`src/rtl/cpu_decode_if.sv`:
```
// Fetch/regfile/writeback-facing and execute-facing signals of the decode stage.
// The master modport is the surrounding pipeline; the slave modport is cpu_decode.
`ifndef TAG_SIZE
`define TAG_SIZE 4
`endif

interface cpu_decode_if;
  logic                 i_stall;
  logic                 o_stall;
  logic [`TAG_SIZE-1:0] i_tag;
  logic [31:0]          i_instruction;
  logic [31:0]          i_pc;
  logic [4:0]           o_rs1;
  logic [4:0]           o_rs2;
  logic [31:0]          i_rs1_data;
  logic [31:0]          i_rs2_data;
  logic                 i_wb_write;
  logic [4:0]           i_wb_rd;
  logic [31:0]          i_wb_rdata;
  logic [`TAG_SIZE-1:0] o_tag;
  logic [31:0]          o_pc;
  logic [31:0]          o_instruction;
  logic [4:0]           o_inst_rs1;
  logic [4:0]           o_inst_rs2;
  logic [4:0]           o_inst_rd;
  logic [31:0]          o_rs1_data;
  logic [31:0]          o_rs2_data;
  logic [31:0]          o_imm;
  logic                 o_is_load;

  modport master (
    output i_stall, i_tag, i_instruction, i_pc, i_rs1_data, i_rs2_data,
           i_wb_write, i_wb_rd, i_wb_rdata,
    input  o_stall, o_rs1, o_rs2, o_tag, o_pc, o_instruction,
           o_inst_rs1, o_inst_rs2, o_inst_rd, o_rs1_data, o_rs2_data,
           o_imm, o_is_load
  );

  modport slave (
    input  i_stall, i_tag, i_instruction, i_pc, i_rs1_data, i_rs2_data,
           i_wb_write, i_wb_rd, i_wb_rdata,
    output o_stall, o_rs1, o_rs2, o_tag, o_pc, o_instruction,
           o_inst_rs1, o_inst_rs2, o_inst_rd, o_rs1_data, o_rs2_data,
           o_imm, o_is_load
  );
endinterface

```
`src/rtl/cpu_decode.sv`:
```
// Decode stage: regfile read, immediate expansion, load-use interlock; CPU_DECODE_BYPASS_EN adds writeback bypass.
// Latency: 1 cycle from new tag to registered outputs, 2 when a load-use bubble is inserted.
// Backpressure: i_stall freezes everything; o_stall = i_stall || load-use hazard on the waiting instruction.
`ifndef TAG_SIZE
`define TAG_SIZE 4
`endif

module cpu_decode (
  input  logic        i_clock,
  input  logic        i_reset,
  cpu_decode_if.slave dec
);
  localparam logic [6:0] OP_LOAD   = 7'b0000011;
  localparam logic [6:0] OP_FENCE  = 7'b0001111;
  localparam logic [6:0] OP_IMM    = 7'b0010011;
  localparam logic [6:0] OP_AUIPC  = 7'b0010111;
  localparam logic [6:0] OP_STORE  = 7'b0100011;
  localparam logic [6:0] OP_LUI    = 7'b0110111;
  localparam logic [6:0] OP_BRANCH = 7'b1100011;
  localparam logic [6:0] OP_JALR   = 7'b1100111;
  localparam logic [6:0] OP_JAL    = 7'b1101111;
  localparam logic [6:0] OP_SYSTEM = 7'b1110011;

  typedef enum logic {ST_READY, ST_INTERLOCK} state_t;

  state_t               state, state_nxt;
  logic [`TAG_SIZE-1:0] last_tag;
  logic                 haz_mark;
  logic                 new_inst, hazard, issue;
  logic [31:0]          ins;
  logic [6:0]           opcode;
  logic [4:0]           rs1, rs2, rd;
  logic [31:0]          imm, rs1_val, rs2_val;

  assign ins    = dec.i_instruction;
  assign opcode = ins[6:0];
  assign rs1    = ins[19:15];
  assign rs2    = ins[24:20];
  assign rd     = ins[11:7];

  assign dec.o_rs1 = rs1;
  assign dec.o_rs2 = rs2;

  // haz_mark is only set by an issued load with rd != 0 and dropped on entering the bubble
  assign new_inst    = (dec.i_tag != last_tag);
  assign hazard      = (state == ST_READY) && haz_mark && new_inst &&
                       ((rs1 == dec.o_inst_rd) || (rs2 == dec.o_inst_rd));
  assign dec.o_stall = dec.i_stall || hazard;

  always_comb begin
    state_nxt = state;
    issue     = 1'b0;
    case (state)
      ST_READY: begin
        if (!dec.i_stall && new_inst) begin
          if (hazard) state_nxt = ST_INTERLOCK;
          else        issue     = 1'b1;
        end
      end
      ST_INTERLOCK: begin
        if (!dec.i_stall) begin
          state_nxt = ST_READY;
          issue     = new_inst;
        end
      end
      default: state_nxt = ST_READY;
    endcase
  end

  always_comb begin
    imm = '0;
    case (opcode)
      OP_LOAD, OP_IMM, OP_JALR, OP_FENCE, OP_SYSTEM:
        imm = {{20{ins[31]}}, ins[31:20]};
      OP_STORE:
        imm = {{20{ins[31]}}, ins[31:25], ins[11:7]};
      OP_BRANCH:
        imm = {{19{ins[31]}}, ins[31], ins[7], ins[30:25], ins[11:8], 1'b0};
      OP_LUI, OP_AUIPC:
        imm = {ins[31:12], 12'b0};
      OP_JAL:
        imm = {{11{ins[31]}}, ins[31], ins[19:12], ins[20], ins[30:21], 1'b0};
      default: imm = '0;
    endcase
  end

  always_comb begin
    rs1_val = dec.i_rs1_data;
    rs2_val = dec.i_rs2_data;
`ifdef CPU_DECODE_BYPASS_EN
    if (dec.i_wb_write && (dec.i_wb_rd == rs1)) rs1_val = dec.i_wb_rdata;
    if (dec.i_wb_write && (dec.i_wb_rd == rs2)) rs2_val = dec.i_wb_rdata;
`endif
    // x0 wins over both regfile and bypass
    if (rs1 == 5'd0) rs1_val = '0;
    if (rs2 == 5'd0) rs2_val = '0;
  end

`ifndef CPU_DECODE_BYPASS_EN
  logic unused_wb;
  assign unused_wb = &{1'b0, dec.i_wb_write, dec.i_wb_rd, dec.i_wb_rdata};
`endif

  always_ff @(posedge i_clock or negedge i_reset) begin
    if (!i_reset) state <= ST_READY;
    else          state <= state_nxt;
  end

  always_ff @(posedge i_clock or negedge i_reset) begin
    if (!i_reset) begin
      haz_mark <= 1'b0;
    end else if (issue) begin
      haz_mark <= (opcode == OP_LOAD) && (rd != 5'd0);
    end else if ((state == ST_READY) && (state_nxt == ST_INTERLOCK)) begin
      haz_mark <= 1'b0;
    end
  end

  always_ff @(posedge i_clock or negedge i_reset) begin
    if (!i_reset) begin
      last_tag          <= '0;
      dec.o_tag         <= '0;
      dec.o_pc          <= '0;
      dec.o_instruction <= '0;
      dec.o_inst_rs1    <= '0;
      dec.o_inst_rs2    <= '0;
      dec.o_inst_rd     <= '0;
      dec.o_rs1_data    <= '0;
      dec.o_rs2_data    <= '0;
      dec.o_imm         <= '0;
      dec.o_is_load     <= 1'b0;
    end else if (issue) begin
      last_tag          <= dec.i_tag;
      dec.o_tag         <= dec.i_tag;
      dec.o_pc          <= dec.i_pc;
      dec.o_instruction <= ins;
      dec.o_inst_rs1    <= rs1;
      dec.o_inst_rs2    <= rs2;
      dec.o_inst_rd     <= rd;
      dec.o_rs1_data    <= rs1_val;
      dec.o_rs2_data    <= rs2_val;
      dec.o_imm         <= imm;
      dec.o_is_load     <= (opcode == OP_LOAD);
    end
  end
endmodule

```
`src/flat_wrapper.sv`:
```
// flat-port wrapper written by rule: the top's interface ports become plain ports
module cpu_decode_flat 
  (i_clock, i_reset, dec_i_stall, dec_i_tag, dec_i_instruction, dec_i_pc, dec_i_rs1_data, dec_i_rs2_data, dec_i_wb_write, dec_i_wb_rd, dec_i_wb_rdata, dec_o_stall, dec_o_rs1, dec_o_rs2, dec_o_tag, dec_o_pc, dec_o_instruction, dec_o_inst_rs1, dec_o_inst_rs2, dec_o_inst_rd, dec_o_rs1_data, dec_o_rs2_data, dec_o_imm, dec_o_is_load);
  cpu_decode_if dec_i ();
  input  logic i_clock;
  input  logic i_reset;
  input wire logic [$bits(dec_i.i_stall)-1:0] dec_i_stall;
  input wire logic [$bits(dec_i.i_tag)-1:0] dec_i_tag;
  input wire logic [$bits(dec_i.i_instruction)-1:0] dec_i_instruction;
  input wire logic [$bits(dec_i.i_pc)-1:0] dec_i_pc;
  input wire logic [$bits(dec_i.i_rs1_data)-1:0] dec_i_rs1_data;
  input wire logic [$bits(dec_i.i_rs2_data)-1:0] dec_i_rs2_data;
  input wire logic [$bits(dec_i.i_wb_write)-1:0] dec_i_wb_write;
  input wire logic [$bits(dec_i.i_wb_rd)-1:0] dec_i_wb_rd;
  input wire logic [$bits(dec_i.i_wb_rdata)-1:0] dec_i_wb_rdata;
  output wire logic [$bits(dec_i.o_stall)-1:0] dec_o_stall;
  output wire logic [$bits(dec_i.o_rs1)-1:0] dec_o_rs1;
  output wire logic [$bits(dec_i.o_rs2)-1:0] dec_o_rs2;
  output wire logic [$bits(dec_i.o_tag)-1:0] dec_o_tag;
  output wire logic [$bits(dec_i.o_pc)-1:0] dec_o_pc;
  output wire logic [$bits(dec_i.o_instruction)-1:0] dec_o_instruction;
  output wire logic [$bits(dec_i.o_inst_rs1)-1:0] dec_o_inst_rs1;
  output wire logic [$bits(dec_i.o_inst_rs2)-1:0] dec_o_inst_rs2;
  output wire logic [$bits(dec_i.o_inst_rd)-1:0] dec_o_inst_rd;
  output wire logic [$bits(dec_i.o_rs1_data)-1:0] dec_o_rs1_data;
  output wire logic [$bits(dec_i.o_rs2_data)-1:0] dec_o_rs2_data;
  output wire logic [$bits(dec_i.o_imm)-1:0] dec_o_imm;
  output wire logic [$bits(dec_i.o_is_load)-1:0] dec_o_is_load;
  assign dec_i.i_stall = dec_i_stall;
  assign dec_i.i_tag = dec_i_tag;
  assign dec_i.i_instruction = dec_i_instruction;
  assign dec_i.i_pc = dec_i_pc;
  assign dec_i.i_rs1_data = dec_i_rs1_data;
  assign dec_i.i_rs2_data = dec_i_rs2_data;
  assign dec_i.i_wb_write = dec_i_wb_write;
  assign dec_i.i_wb_rd = dec_i_wb_rd;
  assign dec_i.i_wb_rdata = dec_i_wb_rdata;
  assign dec_o_stall = dec_i.o_stall;
  assign dec_o_rs1 = dec_i.o_rs1;
  assign dec_o_rs2 = dec_i.o_rs2;
  assign dec_o_tag = dec_i.o_tag;
  assign dec_o_pc = dec_i.o_pc;
  assign dec_o_instruction = dec_i.o_instruction;
  assign dec_o_inst_rs1 = dec_i.o_inst_rs1;
  assign dec_o_inst_rs2 = dec_i.o_inst_rs2;
  assign dec_o_inst_rd = dec_i.o_inst_rd;
  assign dec_o_rs1_data = dec_i.o_rs1_data;
  assign dec_o_rs2_data = dec_i.o_rs2_data;
  assign dec_o_imm = dec_i.o_imm;
  assign dec_o_is_load = dec_i.o_is_load;
  cpu_decode u_core (.i_clock(i_clock), .i_reset(i_reset), .dec(dec_i));
endmodule
```
`config.mk`:
```
export PLATFORM = sky130hd
export DESIGN_NAME = cpu_decode_flat
export DESIGN_NICKNAME = d
export VERILOG_FILES = /design/src/rtl/cpu_decode_if.sv /design/src/rtl/cpu_decode.sv /design/src/flat_wrapper.sv
export SDC_FILE = /design/constraint.sdc
export NUM_CORES = 1
export LEC_CHECK = 0
export ABC_AREA = 1
export BUFFER_PORTS_ARGS = -buffer_cell sky130_fd_sc_hd__buf_2
export CORE_MARGIN = 2
export CORE_UTILIZATION = 43
export CTS_CLUSTER_DIAMETER = 80
export DETAILED_ROUTE_END_ITERATION = 10
export HOLD_SLACK_MARGIN = 0.08
export PLACE_DENSITY = 0.87
export SYNTH_ARGS = -nofsm -noshare
export SYNTH_HDL_FRONTEND = slang
export SYNTH_SLANG_ARGS = --single-unit
```
`constraint.sdc`:
```
create_clock -name i_clock -period 2 [get_ports i_clock]
set_clock_uncertainty 0.1 [all_clocks]
set_input_delay 0.6 -clock i_clock [delete_from_list [all_inputs] [get_ports i_clock]]
set_output_delay 0.6 -clock i_clock [all_outputs]
set_load 0.02 [all_outputs]
```
==> flow_summary.json <==
{
  "drive_gt1_share_pct": 33.3,
  "clock.fmax_mhz": 438,
  "worst_pin_slew_ps": 397,
  "p_seq_share_pct": 40.4,
  "first_pass_iters": 5,
  "fillers": 1590,
  "core_area_um2": 18600,
  "place_congestion": 0.886,
  "hp-class": "input pin to flop",
  "p_per_area_nw_per_um2": 904,
  "synth_nets": 1225,
  "crit_chain": "inv_2 > nand2_2 > nand2_1 > nor2_1 > nand3_1 > nand2_2 > nand2_4 > nand2_4 > buf_6",
  "root_buffer": "clkbuf_16",
  "rows": 50,
  "antenna_left": 0,
  "max_slew_margin_pct": 73.5,
  "crit_required_ps": 1300,
  "grt_max_degree": 47,
  "clockPowerShare_pct": 34.2,
  "r2r_slack_ps": 100,
  "p_total_mw": 10.1,
  "clk_pin_slew_worst_paths_ps": 70,
  "vias_per_cell": 4.97,
  "dieArea_um2": 20000,
  "first_global_vias": 7616,
  "synth_cell_types": 23,
  "fin_nets": 1563,
  "worst_ir_drop_vdd_uv": 577,
  "path_delay_family": "simple AND/OR/NAND/NOR gates",
  "timing.final.ws_setup_ps": -281,
  "grt_pass1_wl_um": 38000,
  "dp.cells": 1598,
  "worstPathArrival_ps": 1580,
  "wl_um": 24600,
  "power.share.switching_pct": 32.8,
  "worstSetupPathType": "flop to output pin",
  "seq_area_frac_synth_pct": 51.4,
  "critical_path_depth": 9,
  "holdPathStages": 3,
  "setup_viol": 1,
  "cts_tree": "yes",
  "overflow": 0,
  "area_growth_pct": 37.0,
  "clock-sinks": 167,
  "r2r_cells": 11,
  "path_max_fanout": 4,
  "track_usage_pct": 24.0,
  "pre_cts_slack_ps": -287,
  "p_switching_mw": 3.30,
  "cts_buffer_depth": 2,
  "p_leak_nw": 6.70,
  "r2r_start": "u_core.dec.o_tag[2]",
  "synth-seq-cells": 167,
  "die_y_um": 141,
  "dp_hpwl_um": 18100,
  "start_kind": "flop",
  "post-route-drc-count": 0,
  "hold_path.startpoint": "dec_i_pc[0]",
  "regArea_um2": 4180,
  "crit_buf_inv": 2,
  "io_pins": 364,
  "violations": "setup timing",
  "cts_max_level": 4,
  "drt_iter0_drc": 500,
  "initial_core_util_pct": 43.6,
  "vias": 8138,
  "maxCapViolCount": 0,
  "status": "finished, violations left",
  "cts_made_buffers": 17,
  "syn_area_um2": 8130,
  "worstHoldEndpoint": "u_core.dec.o_pc[0]",
  "fin_crit_sh_pct": 114,
  "slew_violations": 0,
  "hold_viol_final": 0,
  "numPortBuffers": 325,
  "p_comb_share_pct": 25.5,
  "slowest_stage": "dfrtp_1",
  "min_period_ps": 2280,
  "rsz0062_at_grt": "true",
  "hold_slack_ps": 292,
  "synth_area_per_cell_um2": 7.73,
  "yosysWarnings": 0,
  "instances_no_fill": 1637,
  "max_stage_delay_ps": 410,
  "syn_inst": 1052,
  "multi_input_area_um2": 3340,
  "antenna_found_initial": 1,
  "critPathCaptureType": "output pin",
  "clock_latency_ps": 420,
  "routedWlPerCell_um": 15.0,
  "timing.rr.end": "u_core.dec.o_imm[16]",
  "dieWidth_um": 141,
  "intPower_mw": 6.76,
  "final_util_pct": 59.7
}
[metal layers]
metal	share of wire [%]	vias to the layer above	track usage, %
li1	-	3929	-
met1	40	3782	29.5
met2	49	379	40.3
met3	8.9	48	6.41
met4	2.6	0	9.21
met5	0	-	0
[worst reg2reg max path: stages, from the launching register on]
cell,delay [ps]
dfrtp_1,420
inv_1,70
nand2_1,60
nand2_2,80
nor2_4,50
buf_4,130
a21oi_4,240
buf_6,160
nand2_8,120
buf_12,210
nand2_1,100
nand2_1,50
[Yosys cell counts]
cell	n	area share (%)
a21oi_1	17	1.0
a21oi_2	1	0.11
a21oi_4	1	0.20
buf_2	20	1.2
buf_4	41	3.8
buf_6	1	0.14
clkbuf_1	26	1.2
dfrtp_1	167	51
inv_1	41	1.9
inv_2	4	0.18
nand2_1	522	24
nand2_2	2	0.15
nand3_1	79	4.9
nand3b_1	64	5.9
nor2_1	36	1.7
nor2_2	2	0.15
nor3_1	4	0.25
nor3b_1	1	0.092
o21a_1	1	0.092
o21ai_0	17	1.0
o22ai_1	2	0.15
o41ai_1	1	0.11
xnor2_1	2	0.22
[flip-flops by register name, summed over array words and instances, names as in the netlist]
name	flops
u_core.dec.o_inst_rd	4
u_core.state	1
u_core.dec.o_pc	32
u_core.dec.o_rs1_data	32
u_core.dec.o_inst_rs1	4
u_core.dec.o_inst_rs2	4
u_core.dec.o_tag	4
u_core.dec.o_is_load	1
u_core.dec.o_imm	32
u_core.dec.o_rs2_data	32
u_core.dec.o_instruction	20
u_core.haz_mark	1
[final cells by class]
type	count	share of cell area [%]
clock inverters	13	1.52
well taps	234	2.63
clock buffers	18	3.94
inverters	45	1.65
multi-input cells	752	30.0
diodes	1	0.0225
flip-flops and latches	167	37.5
repair buffers	407	22.7
[how the worst max path moves through the flow]
stage | start | endpoint
floorplan | dec_i_tag[2] | dec_o_stall
global placement | dec_i_instruction[16] | dec_o_stall
detailed placement | dec_i_instruction[16] | dec_o_stall
CTS | u_core.dec.o_inst_rd[2] | dec_o_stall
global route | u_core.dec.o_inst_rd[0] | dec_o_stall
finish | u_core.dec.o_inst_rd[3] | dec_o_stall
[power groups by stage]
| stage | logic, mW | clock network (mW) | registers, mW |
|---|---|---|---|
| floorplan | 0.929 | 0 | 4.65 |
| global placement | 2.46 | 0 | 4.09 |
| detailed placement | 2.52 | 0 | 4.10 |
| CTS | 2.53 | 3.52 | 4.06 |
| global route | 2.78 | 3.67 | 4.11 |
| finish | 2.57 | 3.44 | 4.06 |
[per-stage QoR]
stage	area (um2)	TNS, ps
floorplan	8190	-19.2
global placement	10400	-23650
detailed placement	10400	-31770
CTS	11000	-303
global route	11100	-477
finish	11100	-281
[cells by family after synthesis]
logic type                share of synthesized area (%)
AOI/OAI and AO/OA                                  2.76
DFF                                                51.4
xor gates and xnor gates                          0.216
buffers and inverters                              8.43
and+or+nand+nor                                    37.2
[placed cells by master (no fill, tap or decap), types with 2 or more instances in the layout]
cell type  instances
nand3b_1          64
buf_6              5
dfrtp_1          167
nand3_1           79
a21oi_4            2
clkinv_4           3
xnor2_1            2
inv_1             34
clkbuf_16         19
buf_12            16
nand2_2           11
nor2_1            36
inv_4              3
inv_6              4
clkinv_2           2
inv_2              7
o22ai_1            2
bufinv_16          3
a21oi_1           16
nor2_4             2
nor3_1             4
o21ai_0           17
buf_2            321
nand2_1          510
nand2_4            2
buf_4             61
[timing repair]
item                                    in CTS  in global routing
gates cloned                                 0                  2
setup buffers                                2                  3
endpoints found under the setup margin       1                  5
gates resized for setup                      3                 12
endpoints found under the hold margin       30                  0
hold buffers                                 1                  0
pin swaps                                    8                  5
No activity file was read; power rests on OpenSTA's default activity.
